<file path="src/rtl/led_drv_pkg.sv">
// Shared constants and types for the command-driven LED PWM driver.
package led_drv_pkg;

   localparam int unsigned NUM_LEDS  = 4;
   localparam int unsigned LED_IDX_W = 2;

   typedef enum logic [1:0] {
      MODE_OFF       = 2'd0,
      MODE_ON        = 2'd1,
      MODE_BLINK     = 2'd2,
      MODE_ALT_BLINK = 2'd3
   } led_mode_e;

   localparam logic [LED_IDX_W-1:0] LED_RED    = 2'd0;
   localparam logic [LED_IDX_W-1:0] LED_ORANGE = 2'd1;
   localparam logic [LED_IDX_W-1:0] LED_GREEN  = 2'd2;
   localparam logic [LED_IDX_W-1:0] LED_BLUE   = 2'd3;

   typedef enum logic {
      IDLE    = 1'b0,
      PENDING = 1'b1
   } drv_state_e;

   // Level is carried separately because its width is a module parameter.
   typedef struct packed {
      logic [LED_IDX_W-1:0] led;
      led_mode_e            mode;
   } cmd_hdr_t;

   // Combine the PWM comparison with the blink phase according to the LED mode.
   function automatic logic mode_gate(input led_mode_e mode, input logic pwm_on,
                                      input logic phase);
      logic on;
      on = 1'b0;
      case (mode)
         MODE_OFF:       on = 1'b0;
         MODE_ON:        on = pwm_on;
         MODE_BLINK:     on = pwm_on & phase;
         MODE_ALT_BLINK: on = pwm_on & ~phase;
      endcase
      return on;
   endfunction

endpackage

</file>
<file path="src/rtl/led_pwm_timebase.sv">
// Prescaler, PWM counter and blink phase generator; frame_end is registered
// so that it is high exactly while the counters sit at the last frame clock.
module led_pwm_timebase #(
   parameter int unsigned PWM_BITS     = 8,
   parameter int unsigned PRESCALE     = 64,
   parameter int unsigned BLINK_FRAMES = 32
) (
   input  logic                clk,
   input  logic                rst_n,
   output logic [PWM_BITS-1:0] pwm_cnt,
   output logic                blink_phase,
   output logic                frame_end
);

   localparam int unsigned PRE_W = (PRESCALE > 1) ? $clog2(PRESCALE) : 1;
   localparam int unsigned BLK_W = (BLINK_FRAMES > 1) ? $clog2(BLINK_FRAMES) : 1;

   logic [PRE_W-1:0]    prescaler;
   logic [PRE_W-1:0]    prescaler_nxt;
   logic [PWM_BITS-1:0] pwm_nxt;
   logic [BLK_W-1:0]    blink_cnt;
   logic                tick;
   logic                frame_nxt;

   // Look one state ahead so frame_end lines up with the counter state it marks.
   always_comb begin
      tick          = (prescaler == PRE_W'(PRESCALE - 1));
      prescaler_nxt = tick ? '0 : prescaler + PRE_W'(1);
      pwm_nxt       = tick ? pwm_cnt + PWM_BITS'(1) : pwm_cnt;
      frame_nxt     = (prescaler_nxt == PRE_W'(PRESCALE - 1)) && (pwm_nxt == '1);
   end

   always_ff @(posedge clk) begin
      if (!rst_n) begin
         prescaler   <= '0;
         pwm_cnt     <= '0;
         blink_cnt   <= '0;
         blink_phase <= 1'b0;
         frame_end   <= 1'b0;
      end else begin
         prescaler <= prescaler_nxt;
         pwm_cnt   <= pwm_nxt;
         frame_end <= frame_nxt;
         if (frame_end) begin
            if (blink_cnt == BLK_W'(BLINK_FRAMES - 1)) begin
               blink_cnt   <= '0;
               blink_phase <= ~blink_phase;
            end else begin
               blink_cnt <= blink_cnt + BLK_W'(1);
            end
         end
      end
   end

endmodule

</file>
<file path="src/rtl/led_pwm_driver.sv">
// Command-driven four-LED PWM driver; updates take effect only at frame boundaries.
module led_pwm_driver
   import led_drv_pkg::*;
#(
   parameter int unsigned PWM_BITS        = 8,
   parameter int unsigned PRESCALE        = 64,
   parameter int unsigned BLINK_FRAMES    = 32,
   parameter int unsigned LED_ACTIVE_HIGH = 1
) (
   input  logic                 i_clk,
   input  logic                 i_rst_n,
   input  logic                 i_cmd_valid,
   output logic                 o_cmd_ready,
   input  logic [1:0]           i_cmd_led,
   input  logic [1:0]           i_cmd_mode,
   input  logic [PWM_BITS-1:0]  i_cmd_level,
   output logic                 o_frame_stb,
   output logic                 o_led_blue,
   output logic                 o_led_green,
   output logic                 o_led_orange,
   output logic                 o_led_red
);

   localparam logic PIN_INV = (LED_ACTIVE_HIGH == 0) ? 1'b1 : 1'b0;

   drv_state_e          state;
   cmd_hdr_t            shadow_hdr;
   logic [PWM_BITS-1:0] shadow_level;
   led_mode_e           mode_q  [NUM_LEDS];
   logic [PWM_BITS-1:0] level_q [NUM_LEDS];
   logic [NUM_LEDS-1:0] led_on_c;
   logic [NUM_LEDS-1:0] pins;
   logic [PWM_BITS-1:0] pwm_cnt;
   logic                blink_phase;
   logic                frame_end;

   led_pwm_timebase #(
      .PWM_BITS     (PWM_BITS),
      .PRESCALE     (PRESCALE),
      .BLINK_FRAMES (BLINK_FRAMES)
   ) u_timebase (
      .clk         (i_clk),
      .rst_n       (i_rst_n),
      .pwm_cnt     (pwm_cnt),
      .blink_phase (blink_phase),
      .frame_end   (frame_end)
   );

   always_comb begin
      led_on_c = '0;
      for (int unsigned i = 0; i < NUM_LEDS; i++) begin
         led_on_c[LED_IDX_W'(i)] = mode_gate(mode_q[LED_IDX_W'(i)],
                                             pwm_cnt < level_q[LED_IDX_W'(i)], blink_phase);
      end
   end

   // Command FSM, active LED registers and registered pins.
   always_ff @(posedge i_clk) begin
      if (!i_rst_n) begin
         state           <= IDLE;
         o_cmd_ready     <= 1'b0;
         shadow_hdr.led  <= LED_RED;
         shadow_hdr.mode <= MODE_OFF;
         shadow_level    <= '0;
         pins            <= {NUM_LEDS{PIN_INV}};
         for (int unsigned i = 0; i < NUM_LEDS; i++) begin
            mode_q[LED_IDX_W'(i)]  <= MODE_OFF;
            level_q[LED_IDX_W'(i)] <= '0;
         end
      end else begin
         pins <= led_on_c ^ {NUM_LEDS{PIN_INV}};
         case (state)
            IDLE: begin
               if (i_cmd_valid && o_cmd_ready) begin
                  shadow_hdr.led  <= i_cmd_led;
                  shadow_hdr.mode <= led_mode_e'(i_cmd_mode);
                  shadow_level    <= i_cmd_level;
                  o_cmd_ready     <= 1'b0;
                  state           <= PENDING;
               end else begin
                  o_cmd_ready <= 1'b1;
               end
            end
            PENDING: begin
               if (frame_end) begin
                  mode_q[shadow_hdr.led]  <= shadow_hdr.mode;
                  level_q[shadow_hdr.led] <= shadow_level;
                  o_cmd_ready             <= 1'b1;
                  state                   <= IDLE;
               end
            end
         endcase
      end
   end

   assign o_frame_stb  = frame_end;
   assign o_led_red    = pins[LED_RED];
   assign o_led_orange = pins[LED_ORANGE];
   assign o_led_green  = pins[LED_GREEN];
   assign o_led_blue   = pins[LED_BLUE];

endmodule

</file>
<file path="config.mk">
export PLATFORM = sky130hd
export DESIGN_NAME = led_pwm_driver
export DESIGN_NICKNAME = d
export VERILOG_FILES = /design/src/rtl/led_drv_pkg.sv /design/src/rtl/led_pwm_timebase.sv /design/src/rtl/led_pwm_driver.sv
export SDC_FILE = /design/constraint.sdc
export NUM_CORES = 1
export LEC_CHECK = 0
export BUFFER_PORTS_ARGS = -buffer_cell sky130_fd_sc_hd__buf_4
export CORE_ASPECT_RATIO = 1.75
export CORE_MARGIN = 2
export CORE_UTILIZATION = 40
export DETAILED_ROUTE_END_ITERATION = 10
export GPL_ROUTABILITY_DRIVEN = 0
export PLACE_DENSITY_LB_ADDON = 0.1
export SYNTH_ARGS = -nofsm -noshare
export SYNTH_HDL_FRONTEND = slang
export SYNTH_SLANG_ARGS = --single-unit
</file>
<file path="constraint.sdc">
create_clock -name i_clk -period 3.27 [get_ports i_clk]
set_input_delay 0.981 -clock i_clk [delete_from_list [all_inputs] [get_ports i_clk]]
set_output_delay 0.981 -clock i_clk [all_outputs]
set_load 0.02 [all_outputs]
</file>
# Word-level counts from Yosys, hierarchy flattened
# Memory sizes are Yosys's and may differ from the RTL's.
# Cells that the tools add are included.
# totals
n_memories	2
output_inout_bits	6
mem_bits_ro	0
ram_bits	40
regBits	39
latchBits	0
word_cells	81
# op_classes
bitwise_logic	10
reduce_logical	10
add_sub_neg	3
mul	0
n_lt_le_gt_ge	4
n_shift	0
eq_ne	17
n_div	0
n_mux	24
# memory_table
name	words	width	read_ports	rd_ports_with_merged_regs	write_ports	line	text
level_q	4	8	4	0	4	led_pwm_driver.sv:30	logic [PWM_BITS-1:0] level_q [NUM_LEDS];
mode_q	4	2	4	0	4	led_pwm_driver.sv:29	led_mode_e mode_q [NUM_LEDS];
# ops
operator	n
8-bit < comparator	4
2-bit == test (second input constant)	8
8-bit 2-to-1 mux	2
1-bit case mux with 4 select lines	4
6-bit == test (second input constant)	2
1-bit 2-to-1 mux	11
8-bit by 1-bit adder with 8-bit output (second input constant)	1
1-bit AND	8
2-bit by 1-bit == test with 1-bit output (second input constant)	4
8-bit == test (second input constant)	1
2-bit logical NOT	4
8-bit OR reduction	1
6-bit by 1-bit adder with 6-bit output (second input constant)	1
2-bit 2-to-1 mux	3
6-bit 2-to-1 mux	1
5-bit by 1-bit adder with 5-bit output (second input constant)	1
5-bit == test (second input constant)	1
5-bit 2-to-1 mux	1
1-bit case mux with 2 select lines	2
2-bit AND reduction	2
1-bit logical AND	2
2-bit by 1-bit inequality test with 1-bit output (second input constant)	1
1-bit inverter	2
2-bit OR reduction	1

# Longest topological paths before layout
# logic_depth
ltp_word	6
ltp_mapped	7
mapped_depth_nobuf	6

# Cells and area by module
# A second synthesis with hierarchy kept.
# unflattened
cells_unflattened	369
hier_area_um2	3942.5
# by_module_without_submodules
mod	cells_per_inst	seq_area_each_um2	n_inst	area_each_um2
led_pwm_driver	259	1561.5	1	2927.8
led_pwm_timebase	110	420.4	1	1014.7

# Least setup slack after synthesis
# Ideal clock, no wire load.
# synth_timing
kind	input to register
start	input port i_rst_n
end	memory level_q[2][0], enable pin
stages	3
n_path_buf	0
t_required_ns	2.923
setup_slack_ns	1.280
t_arrival_ns	1.644
cell_sequence	nand3_1 nor3b_1 nand2b_1
# synth_lines
item	line	text
start: declaration	led_pwm_driver.sv:11	input logic i_rst_n,
end: declaration	led_pwm_driver.sv:30	

# Worst setup path after layout
# layout_timing
start	register u_timebase.frame_end
end	output port o_frame_stb
# layout_lines
item	line	text
start: declaration	led_pwm_timebase.sv:12	output logic frame_end
start signal: assignment	led_pwm_timebase.sv:43	frame_end <= frame_nxt;
end: declaration	led_pwm_driver.sv:17	output logic o_frame_stb,
# No word-level cell between the ends.

==> results.yml <==
power_and_ir_drop:
  report.power.total_mw: 2.26
  leakage_nw: 1.92
  powerDensity_mw_per_mm2: 498
  ir_worst_vdd_mv: 0.314
global_routing:
  grt_max_degree: 43
  busiest_layer: "met2"
  use_met3: 0.0340
  antenna_found_initial: 0
  grt_pass1_vias: 2765
  track_usage: 0.169
  grt.overflow.total: 0
  grtUsageMet1: 0.167
  use_met2: 0.317
  grt_pass1_wl_um: 13500
layout:
  finalNonFillerCells: 531
  final_area_mm2: 0.00455
  nNetsFinal: 449
  n_antenna_cell: 0
  layout-drive-gt1-share: 0.103
  synthToLayoutAreaGrowth_pct: 15.2
route:
  post_drt_wl_per_cell_um: 14.9
  vias: 2633
  vias_per_cell: 4.96
  drt_wl_total_um: 7930
  drt_iter0_markers: 96
  dr.pass1.iters: 4
  drc_errors: 0
  detail-route-antenna-nets: 0
yosys:
  synth_warnings: 0
  synth_cells: 378
  synth_edf_count: 40
  async_reset_ff_frac: 0
  syn_area_mm2: 0.00395
  syn_area_per_cell_um2: 10.4
  ys_seq_area_frac: 0.502
  synth_cell_types: 41
  synthFlopType: "edfxtp_1"
  syn_nets: 426
  synth-seq-cells: 79
timing:
  rsz0062_at_grt: "false"
  max_freq_ghz: 0.448
  setup_viol: 0
  finalMaxSlewViolations: 0
  worst_clock_skew_ns: 0.00890
  min_period_ns: 2.23
  layout_worst_path_cycle_share: 0.683
  setup_tns_ns: 0
  worst_pin_slew_ns: 0.570
  slew_headroom: 0.619
  hold_viol: 0
place:
  port_buffers: 20
  hpwlAfterDp_um: 6030
  placed_area_mm2: 0.00423
  place_inst: 515
clock_tree:
  cts_tree: "built"
  postCtsSetupBuffers: 0
  clk_latency_ns: 0.33
  htreeDepth: 3
  cts-buffers-inserted: 9
  cts.clk_slew.worst_paths_ns: 0.05
  clock_path_buffers: 2
  hold_buffers: 0
  cts-resized-gates: 0
  cts_root_buf: "clkbuf_16"
  cts_sinks: 79
floorplanning:
  core-area_mm2: 0.00973
  fp.dieH_um: 135
  num_io_pins: 21
  die-width_um: 79.1
  core.rowCount: 48
  die-area_mm2: 0.0107
  start_util: 0.405
worst_setup_path:
  path_buf_inv: 1
  critPathArrivalTime_ns: 1.25
  cp-start-kind: "flop"
  crit_chain: "buf_4"
  rr_startpoint: "u_timebase.frame_end"
  critPathKind: "flop to primary output"
  critical_path_required_ns: 2.29
  cp_slowest_cell: "dfxtp_1"
  worstPathMaxFanout: 13
  startpoint: "u_timebase.frame_end"
  cp_top_family: "flip-flops"
  worst_path_largest_cell_delay_ns: 0.67
  endpoint_kind: "primary output"
worst_hold_path:
  hp-start: "u_timebase.prescaler[0]"
  hp-class: "flop to flop"
status:
  status: "finished clean"
flow_run:
  maxCapViolCount: 0
## cells by family (layout without fill, tap and decap cells)
group,count (synthesis),after routing,synth area share
AND/OR/NAND/NOR,150,150,0.217
flip-flops,79,79,0.502
AO/OA/AOI/OAI,52,52,0.0894
buffers and inverters,46,74,0.0457
adder cells (fa/ha/maj),33,33,0.105
XOR/XNOR,15,15,0.0333
multiplexers,3,3,0.00761
## power breakdown
group / switching (mW) / total, mW / internal [mW]
logic: 0.0580 / 0.104 / 0.0459
clock network: 0.365 / 1.05 / 0.687
registers: 0.0287 / 1.11 / 1.08
total: 0.452 / 2.26 / 1.81
## flip-flops by register name, summed over array words and instances, names as in the netlist
register and count:
u_timebase.blink_phase 1, u_timebase.pwm_cnt 8, o_cmd_ready 1, u_timebase.frame_end 1
u_timebase.blink_cnt 5, pins 4, shadow_level 8, shadow_hdr 4
mode_q 8, state 1, u_timebase.prescaler 6, level_q 32
## layout by cell type, fill, tap and decap left out, types with 2 or more instances in the layout
master,n
and2_1,49
nand2_1,43
edfxtp_1,40
dfxtp_1,39
inv_1,34
ha_1,33
buf_4,24
a21boi_0,14
nand2b_1,13
o21ai_0,13
xnor2_1,12
clkbuf_16,9
nand3_1,7
nor2b_1,7
a21oi_1,7
nor2_1,5
nand4b_1,5
a21o_1,4
a211oi_1,4
a41oi_1,4
and3_1,3
nor3_1,3
nor3b_1,3
nand4_1,3
mux2i_1,3
xor2_1,3
bufinv_16,2
clkinv_2,2
clkbuf_1,2
## stage by stage
| stage | utilization | hold slack [ns] | worst slack, ns |
|---|---|---|---|
| 2_1_floorplan | - | 0.452 | 1.28 |
| 3_3_place_gp | 0.435 | 0.477 | 0.870 |
| 3_5_place_dp | 0.435 | 0.496 | 0.858 |
| 4_1_cts | 0.467 | 0.510 | 1.01 |
| 5_1_grt | 0.467 | 0.543 | 0.887 |
| 6_report | 0.467 | 0.502 | 1.04 |
## synthesized netlist by cell type, drive strengths merged (2+ instances only)
master | count | area (um2)
nand4b | 5 | 43.8
a21o | 4 | 30.0
nand3 | 8 | 45.0
a21oi | 7 | 35.0
nor2b | 7 | 43.8
nand2b | 13 | 81.3
edfxtp | 40 | 1200
mux2i | 3 | 30.0
nor4 | 2 | 27.5
nand2 | 43 | 161
inv | 34 | 128
a21boi | 14 | 105
o21ai | 13 | 65.1
clkbuf | 11 | 41.3
xor2 | 3 | 26.3
ha | 33 | 413
xnor2 | 12 | 105
nor3b | 3 | 22.5
nand4 | 3 | 18.8
dfxtp | 39 | 781
and2 | 49 | 307
a41oi | 4 | 35.0
a211oi | 4 | 30.0
and3 | 3 | 18.8
nor3 | 3 | 15.0
nor2 | 5 | 18.8
## final timing paths
check | depth (start not counted) | endpoint | slack [ns]
worst min register to register | 1 | u_timebase.prescaler[0] | 0.50
worst min-delay path | 1 | u_timebase.prescaler[0] | 0.50
worst max-delay path | 1 | o_frame_stb | 1.04
worst max register to register | 4 | level_q[1][1] | 1.16
## routing by layer
metal	share of wire	up-vias	wire length, um
met5	0	-	0
met4	0.046	0	365
met3	0.026	21	206
met2	0.56	40	4420
met1	0.37	1231	2940
li1	-	1341	-
## layout make-up
cell class	instances	area, um2
Fill cell	933	5180
Sequential cell	79	1980
Multi-Input combinational cell	253	1780
Clock buffer	12	246
Inverter	34	128
Clock inverter	4	70.1
Tap cell	125	156
Timing Repair Buffer	24	180
(Power assumes the default switching activity.)
